--- src/rtl/uart_frame_assembler_if.sv ---
// uart_frame_assembler_if: received-byte strobe in, committed frame out.
// master feeds bytes and observes the frame; slave is the assembler.
interface uart_frame_assembler_if #(
  parameter int NPIXEL = 784
);
  logic [7:0]        rx_byte;
  logic              rx_valid;
  logic [NPIXEL-1:0] pixel_out;
  logic [3:0]        label_out;
  logic              frame_valid;
  logic              frame_err;
  logic [7:0]        err_count;
  logic              busy;

  modport master (
    output rx_byte,
    output rx_valid,
    input  pixel_out,
    input  label_out,
    input  frame_valid,
    input  frame_err,
    input  err_count,
    input  busy
  );

  modport slave (
    input  rx_byte,
    input  rx_valid,
    output pixel_out,
    output label_out,
    output frame_valid,
    output frame_err,
    output err_count,
    output busy
  );
endinterface

--- src/rtl/uart_frame_assembler.sv ---
// uart_frame_assembler: sync/label/pixels framer with 1-bit thresholding.
// Define FRAME_CHECKSUM_EN to require a trailing XOR checksum byte.
module uart_frame_assembler #(
  parameter int         NPIXEL         = 784,
  parameter int         COUNT_BIT1     = 10,
  parameter logic [7:0] SYNC_BYTE      = 8'hA5,
  parameter logic [7:0] THRESH         = 8'd128,
  parameter int         TIMEOUT_CYCLES = 1000000,
  parameter int         TO_BITS        = 20
) (
  input logic                  clk,
  input logic                  reset,
  uart_frame_assembler_if.slave bus
);

  typedef enum logic [1:0] {
    IDLE   = 2'd0,
    LABEL  = 2'd1,
    PIXELS = 2'd2,
    CHECK  = 2'd3
  } state_t;

  localparam logic [COUNT_BIT1-1:0] LAST =
    COUNT_BIT1'(NPIXEL - 1);
  localparam logic [TO_BITS-1:0] TO_MAX =
    TO_BITS'(TIMEOUT_CYCLES - 1);

  state_t                r_state;
  state_t                w_next;
  logic [NPIXEL-1:0]     r_shadow;
  logic [NPIXEL-1:0]     w_pix_nx;
  logic [3:0]            r_lab_sh;
  logic [COUNT_BIT1-1:0] r_cnt;
  logic [TO_BITS-1:0]    r_to;
  logic [NPIXEL-1:0]     r_pixel;
  logic [3:0]            r_label;
  logic                  r_fv;
  logic                  r_fe;
  logic [7:0]            r_errc;
  logic                  w_err;
  logic                  w_commit;
  logic                  w_pix_we;
  logic                  w_lab_we;
  logic                  w_to_hit;
`ifdef FRAME_CHECKSUM_EN
  logic [7:0]            r_xor;
`endif

  always_ff @(posedge clk or posedge reset) begin
    if (reset) begin
      r_state <= IDLE;
    end else begin
      r_state <= w_next;
    end
  end

  always_comb begin
    w_next   = r_state;
    w_err    = 1'b0;
    w_commit = 1'b0;
    w_pix_we = 1'b0;
    w_lab_we = 1'b0;
    w_to_hit = (r_state != IDLE) && !bus.rx_valid &&
               (r_to == TO_MAX);
    unique case (r_state)
      IDLE: begin
        if (bus.rx_valid && bus.rx_byte == SYNC_BYTE)
          w_next = LABEL;
      end
      LABEL: begin
        if (bus.rx_valid) begin
          if (bus.rx_byte <= 8'd9) begin
            w_lab_we = 1'b1;
            w_next   = PIXELS;
          end else begin
            w_err  = 1'b1;
            w_next = IDLE;
          end
        end
      end
      PIXELS: begin
        if (bus.rx_valid) begin
          w_pix_we = 1'b1;
          if (r_cnt == LAST) begin
`ifdef FRAME_CHECKSUM_EN
            w_next = CHECK;
`else
            w_commit = 1'b1;
            w_next   = IDLE;
`endif
          end
        end
      end
`ifdef FRAME_CHECKSUM_EN
      CHECK: begin
        if (bus.rx_valid) begin
          w_next = IDLE;
          if (bus.rx_byte == r_xor) w_commit = 1'b1;
          else                      w_err    = 1'b1;
        end
      end
`endif
      default: w_next = IDLE;
    endcase
    // A byte in the expiry cycle clears the condition above
    if (w_to_hit) begin
      w_err  = 1'b1;
      w_next = IDLE;
    end
  end

  // Final pixel bit must reach pixel_out on the same edge it is accepted
  always_comb begin
    w_pix_nx = r_shadow;
    if (w_pix_we) w_pix_nx[r_cnt] = (bus.rx_byte >= THRESH);
  end

  always_ff @(posedge clk or posedge reset) begin
    if (reset) begin
      r_shadow <= '0;
      r_lab_sh <= '0;
      r_cnt    <= '0;
      r_to     <= '0;
      r_pixel  <= '0;
      r_label  <= '0;
      r_fv     <= 1'b0;
      r_fe     <= 1'b0;
      r_errc   <= '0;
`ifdef FRAME_CHECKSUM_EN
      r_xor    <= '0;
`endif
    end else begin
      r_fv <= w_commit;
      r_fe <= w_err;
      if (w_err && r_errc != 8'hFF) r_errc <= r_errc + 8'd1;
      if (r_state == IDLE || bus.rx_valid) r_to <= '0;
      else                                 r_to <= r_to + 1'b1;
      if (w_lab_we) begin
        r_lab_sh <= bus.rx_byte[3:0];
        r_cnt    <= '0;
`ifdef FRAME_CHECKSUM_EN
        r_xor    <= bus.rx_byte;
`endif
      end
      if (w_pix_we) begin
        r_shadow <= w_pix_nx;
        r_cnt    <= r_cnt + 1'b1;
`ifdef FRAME_CHECKSUM_EN
        r_xor    <= r_xor ^ bus.rx_byte;
`endif
      end
      if (w_commit) begin
        r_pixel <= w_pix_nx;
        r_label <= r_lab_sh;
      end
    end
  end

  assign bus.pixel_out   = r_pixel;
  assign bus.label_out   = r_label;
  assign bus.frame_valid = r_fv;
  assign bus.frame_err   = r_fe;
  assign bus.err_count   = r_errc;
  assign bus.busy        = (r_state != IDLE);

endmodule

--- src/flat_wrapper.sv ---
// flat-port wrapper written by rule: the top's interface ports become plain ports
module uart_frame_assembler_flat 
#(
  parameter int         NPIXEL         = 784,
  parameter int         COUNT_BIT1     = 10,
  parameter logic [7:0] SYNC_BYTE      = 8'hA5,
  parameter logic [7:0] THRESH         = 8'd128,
  parameter int         TIMEOUT_CYCLES = 1000000,
  parameter int         TO_BITS        = 20
)
  (clk, reset, bus_rx_byte, bus_rx_valid, bus_pixel_out, bus_label_out, bus_frame_valid, bus_frame_err, bus_err_count, bus_busy);
  uart_frame_assembler_if #(.NPIXEL(NPIXEL)) bus_i ();
  input logic clk;
  input logic reset;
  input wire logic [$bits(bus_i.rx_byte)-1:0] bus_rx_byte;
  input wire logic [$bits(bus_i.rx_valid)-1:0] bus_rx_valid;
  output wire logic [$bits(bus_i.pixel_out)-1:0] bus_pixel_out;
  output wire logic [$bits(bus_i.label_out)-1:0] bus_label_out;
  output wire logic [$bits(bus_i.frame_valid)-1:0] bus_frame_valid;
  output wire logic [$bits(bus_i.frame_err)-1:0] bus_frame_err;
  output wire logic [$bits(bus_i.err_count)-1:0] bus_err_count;
  output wire logic [$bits(bus_i.busy)-1:0] bus_busy;
  assign bus_i.rx_byte = bus_rx_byte;
  assign bus_i.rx_valid = bus_rx_valid;
  assign bus_pixel_out = bus_i.pixel_out;
  assign bus_label_out = bus_i.label_out;
  assign bus_frame_valid = bus_i.frame_valid;
  assign bus_frame_err = bus_i.frame_err;
  assign bus_err_count = bus_i.err_count;
  assign bus_busy = bus_i.busy;
  uart_frame_assembler #(.NPIXEL(NPIXEL), .COUNT_BIT1(COUNT_BIT1), .SYNC_BYTE(SYNC_BYTE), .THRESH(THRESH), .TIMEOUT_CYCLES(TIMEOUT_CYCLES), .TO_BITS(TO_BITS)) u_core (.clk(clk), .reset(reset), .bus(bus_i));
endmodule
--- config.mk ---
export PLATFORM = sky130hd
export DESIGN_NAME = uart_frame_assembler_flat
export DESIGN_NICKNAME = d
export VERILOG_FILES = /design/src/rtl/uart_frame_assembler_if.sv /design/src/rtl/uart_frame_assembler.sv /design/src/flat_wrapper.sv
export SDC_FILE = /design/constraint.sdc
export NUM_CORES = 2
export LEC_CHECK = 0
export ABC_CLOCK_PERIOD_IN_PS = 66300
export CORE_AREA = 2 2 405 306
export DETAILED_ROUTE_END_ITERATION = 12
export DIE_AREA = 0 0 407 308
export PLACE_DENSITY = 0.8
export SYNTH_ARGS = -nofsm -noshare
export SYNTH_HDL_FRONTEND = slang
export SYNTH_SLANG_ARGS = --single-unit
--- constraint.sdc ---
create_clock -name clk -period 66.3 [get_ports clk]
set_input_delay 13.26 -clock clk [delete_from_list [all_inputs] [get_ports clk]]
set_output_delay 13.26 -clock clk [all_outputs]
set_load 0.005 [all_outputs]
# Word level (Yosys, flattened, before mapping)
# Cells that the tools add are included.
[op_classes] n_addsub=3 n_lt_le_gt_ge=4 n_eq_ne=10 muxes=26 reduce_logical=11
[ops] operator="784-bit bitwise mux" count=1
[ops] operator="784-bit two-way mux" count=1
[ops] operator="20-bit by 1-bit adder with 20-bit output (second input constant)" count=1
[ops] operator="20-bit equality test (second input constant)" count=1
[ops] operator="10-bit two-way mux" count=2
[ops] operator="20-bit two-way mux" count=1
[ops] operator="1-bit two-way mux" count=13
[ops] operator="2-bit two-way mux" count=6
[ops] operator="10-bit by 11-bit < comparator with 1-bit output (second input constant)" count=1
[ops] operator="10-bit by 1-bit adder with 10-bit output (second input constant)" count=1
[ops] operator="1-bit demux with 10-bit select" count=1
[ops] operator="10-bit equality test (second input constant)" count=1
[ops] operator="10-bit by 1-bit >= comparator with 1-bit output (second input constant)" count=1
[ops] operator="8-bit by 1-bit adder with 8-bit output (second input constant)" count=1
[ops] operator="8-bit equality test (second input constant)" count=1
[ops] operator="8-bit >= comparator (second input constant)" count=1
[ops] operator="8-bit by 4-bit <= comparator with 1-bit output (second input constant)" count=1
[ops] operator="8-bit inequality test (second input constant)" count=1
[ops] operator="3-bit by 1-bit inequality test with 1-bit output (second input constant)" count=2
[ops] operator="3-bit by 2-bit inequality test with 1-bit output (second input constant)" count=2
[ops] operator="2-bit one-hot mux with 3 select lines" count=1
[ops] operator="1-bit logical AND" count=5
[ops] operator="4-bit AND reduction" count=1
[ops] operator="2-bit nonzero test" count=2
[ops] operator="other kinds (5)" count=5
[totals] reg_bits=1618 inputBits=11 wordCells=64

# Longest topological paths before layout
[depth] depth_word=6 mapped_depth=10 ltp_nobuf=7

# Least setup slack after synthesis
# Ideal clock, no wire load.
[synth_path] path_type="input-to-reg" from="input port bus_rx_byte[7]" to="register u_core.r_cnt[7]" setup_ps=121 arrival_ps=14817 slack_ps=51362 path_stages=7 path_buffers=2 path_cell_list="buf_2 -> or4_1 -> or3_1 -> buf_2 -> and2_4 -> o21bai_1 -> a22o_1"
[synth_via] elab_chain_len=5
[synth_lines] item="from (decl)" line_no="flat_wrapper.sv:15" rtl="input wire logic [$bits(bus_i.rx_byte)-1:0] bus_rx_byte;"
[synth_lines] item="8-bit by 4-bit <= comparator with 1-bit output" line_no="uart_frame_assembler.sv:72" rtl="if (bus.rx_byte <= 8'd9) begin"
[synth_lines] item="1-bit two-way mux" line_no="uart_frame_assembler.sv:72"
[synth_lines] item="1-bit two-way mux" line_no="uart_frame_assembler.sv:71" rtl="if (bus.rx_valid) begin"
[synth_lines] item="1-bit two-way mux" line_no="uart_frame_assembler.sv:65" rtl="unique case (r_state)"
[synth_lines] item="2-bit nonzero test (no line)"
[synth_lines] item="to (signal assigned)" line_no="uart_frame_assembler.sv:147" rtl="r_cnt <= r_cnt + 1'b1;"
[synth_lines] item="to (decl)" line_no="uart_frame_assembler.sv:33" rtl="logic [COUNT_BIT1-1:0] r_cnt;"
# No other way between the ends.
# A chain may end at the register's enable or synchronous reset.

==> results.yml <==
floorplanning:
  fp.dieH_um: 308
  core_area_um2: 122000
  rows: 111
  die_width_um: 407
  num_io_pins: 810
  die_area_um2: 125000
  initial_core_util: 0.556
logic_synthesis:
  synth_flop_cell: "dfrtp_1"
  yosysTopAreaCellShare: 0.599
  ys_ff_latch: 1617
  synthCells: 4693
  synth_nets: 4710
  synth_area_leaders: "dfrtp_1, mux2_2, mux2_4"
  synth_edf_count: 0
  ys.warnings.count: 0
  yosysSeqAreaShare: 0.599
  synth_area_um2: 67600
  avgSynthCellArea_um2: 14.4
  synth_largest_area_cell: "dfrtp_1"
  synth_cell_type_count: 60
  async_reset_ff_frac: 1.00
clocking:
  post-cts-setup-buffers: 0
  cts_sinks: 1617
  cts_tree: "yes"
  cts_made_buffers: 154
  clockBufferDepth: 3
  cts-root-buf: "clkbuf_16"
  clock_latency_ns: 0.80
  post_cts_resized: 0
  clk_pin_slew_worst_paths_ns: 0.07
  ctsHoldBuffers: 0
  htreeDepth: 4
cells_and_area:
  fill_cells: 8333
  drive_gt1_frac: 0.331
  fin_util: 0.668
  layoutNonFillerInstCount: 7147
  multi_input_area_um2: 25000
  regArea_um2: 40500
  stdcell_area_um2: 81200
  area_growth_syn_to_layout_pct: 20.2
  fin_nets: 5409
critical_path:
  path_common_cell: "buf_4"
  endpoint_kind: "async pin"
  crit_type: "input port to async pin"
  path_buf_inv: 8
  cp-start-kind: "input port"
  path_cells: "clkdlybuf4s50_1 > inv_8 > buf_4 > buf_4 > buf_4 > buf_4 > buf_4 > buf_12"
  crit_required_ns: 67.11
  arrival_ns: 19.32
  cp_slowest_cell: "buf_4"
  slowest_delay_ns: 0.88
  path_delay_family: "buffers and inverters"
  crit_fanout: 163
timing:
  finalMaxSlewViolations: 0
  finalSetupTns_ns: 0
  rsz0062_at_grt: "false"
  clock.fmax_mhz: 54.0
  timing.final.crit_share: 0.279
  fin_crit_ns: 18.50
  hold_viol: 0
  clock_skew_ns: 0.0305
  worst_pin_slew_ns: 1.25
  holdWs_ns: 0.466
  finalSetupViolCount: 0
  slew_headroom: 0.167
detailed_routing:
  drt_pass1_iterations: 5
  first_iter_violations: 3392
  drc: 0
  vias: 40500
  viasPerCell: 5.67
  routedWlPerCell_um: 27.2
  ant_nets: 0
  wl_um: 194000
placement:
  hpwl_um: 122000
  placed_area_um2: 76100
  io_buffers: 809
  dp_cells: 6874
  gp_congestion: 0.823
global_route:
  grt_max_degree: 237
  grt.busiest_layer: "met2"
  grt.overflow.total: 0
  grt_antenna_before_repair: 12
  grt_util_met3: 0.0675
  use_met2: 0.481
  use_met1: 0.425
  grtUsageTotal: 0.310
  grt_pass1_vias: 42300
  grt_pass1_wl_um: 285000
outcome:
  status: "complete, no violations"
flow_run:
  drv_cap: 0
pwr:
  peakVddDrop_mv: 0.0252
  leakage_nw: 39.6
  cellPowerDensity_nw_per_um2: 23.5
worst_hold_path:
  hold_path.class: "register to register"
## cell type report
type | instances | share of cell area
clock buffer | 226 | 0.0552
tap | 1638 | 0.0252
sequential | 1617 | 0.498
antenna | 1 | 0.0000308
timing repair buffer | 866 | 0.106
clock inverter | 46 | 0.00741
multi-input combinational | 2746 | 0.308
inverter | 7 | 0.000508
## Yosys cell counts (17+ instances only)
| master | n |
|---|---|
| nand2_1 | 704 |
| nor2_8 | 17 |
| buf_4 | 83 |
| mux2_4 | 603 |
| mux2_2 | 865 |
| nand3_1 | 55 |
| xor2_1 | 17 |
| nor2_4 | 31 |
| o21ai_0 | 123 |
| dfrtp_1 | 1617 |
| clkbuf_1 | 114 |
| nor2_1 | 214 |
| buf_6 | 65 |
| buf_2 | 52 |
## cells in the final DEF (no fill, tap or decap), types with 4 or more instances in the layout
master / count
clkbuf_8: 27
inv_6: 5
or3_1: 4
nand2_1: 704
clkbuf_1: 41
dfrtp_1: 1617
nor3b_1: 8
xnor2_1: 6
mux2_1: 8
buf_4: 52
ha_1: 6
and4b_1: 5
nor2_8: 17
clkdlybuf4s50_1: 808
mux2_2: 865
o21ai_0: 123
nand4_1: 7
clkbuf_16: 158
inv_1: 5
nor3_1: 4
nor2_4: 31
xor2_1: 17
clkinvlp_4: 7
nor2_1: 214
nand3_1: 55
clkinv_2: 17
buf_12: 5
nand4b_1: 7
mux2_4: 603
and3_1: 8
bufinv_16: 9
and3b_1: 5
## worst register-to-register path: cells and delay by family (launching register included)
family | cells | cell delay [ns]
buf+inv | 4 | 3.26
flops | 1 | 0.51
simple gates | 3 | 1.68
mux | 1 | 0.45
## state kept, by name (all words and copies together), names as in the netlist
name                    flops
u_core.r_cnt               10
u_core.r_lab_sh             4
u_core.r_state              2
u_core.bus.frame_err        1
u_core.r_to                20
u_core.bus.pixel_out      784
u_core.bus.label_out        4
u_core.r_shadow           783
u_core.bus.err_count        8
u_core.bus.frame_valid      1
## cells by family (layout without fill, tap and decap cells)
group | Yosys count | after routing | share of synthesized area
simple gates | 1102 | 1102 | 0.0750
buf+inv | 330 | 1145 | 0.0318
xor+xnor | 23 | 23 | 0.00298
mux | 1478 | 1478 | 0.280
compound gates | 137 | 137 | 0.0107
flops | 1617 | 1617 | 0.599
fa+ha+maj | 6 | 6 | 0.00111
other cells | 0 | 1 | 0
## final timing paths
path | depth (start not counted) | end | startpoint | slack [ns]
max | 8 | u_core.bus.pixel_out[502] | reset | 47.80
min | 1 | u_core.r_to[0] | u_core.r_to[0] | 0.47
max reg2reg | 8 | u_core.bus.pixel_out[619] | u_core.r_cnt[5] | 60.30
min reg2reg | 1 | u_core.r_to[0] | u_core.r_to[0] | 0.47
max in group clk | 10 | u_core.bus.pixel_out[619] | bus_rx_valid | 47.82
min in group asynchronous | 2 | u_core.bus.pixel_out[66] | reset | 13.03
## per-layer routing
| metal | vias up | wire length (µm) |
|---|---|---|
| li1 | 17300 | - |
| met1 | 21500 | 82100 |
| met2 | 1349 | 91100 |
| met3 | 352 | 12800 |
| met4 | 2 | 8420 |
| met5 | - | 9 |
## stage by stage
step / setup WS [ns] / power, mW
2_1_floorplan: 7.41 / 1.03
3_3_place_gp: 46.92 / 1.04
3_5_place_dp: 46.80 / 1.04
4_1_cts: 47.66 / 1.92
5_1_grt: 46.88 / 1.96
6_report: 47.80 / 1.91
## power by group
part / switching [mW] / internal, mW / total (mW) / leakage, nW
clock network: 0.387 / 0.506 / 0.893 / 2.47
logic: 0.0271 / 0.00298 / 0.0301 / 14.5
registers: 0.000246 / 0.987 / 0.987 / 22.6
total: 0.414 / 1.50 / 1.91 / 39.6
Power figures use the tool's default switching activity.
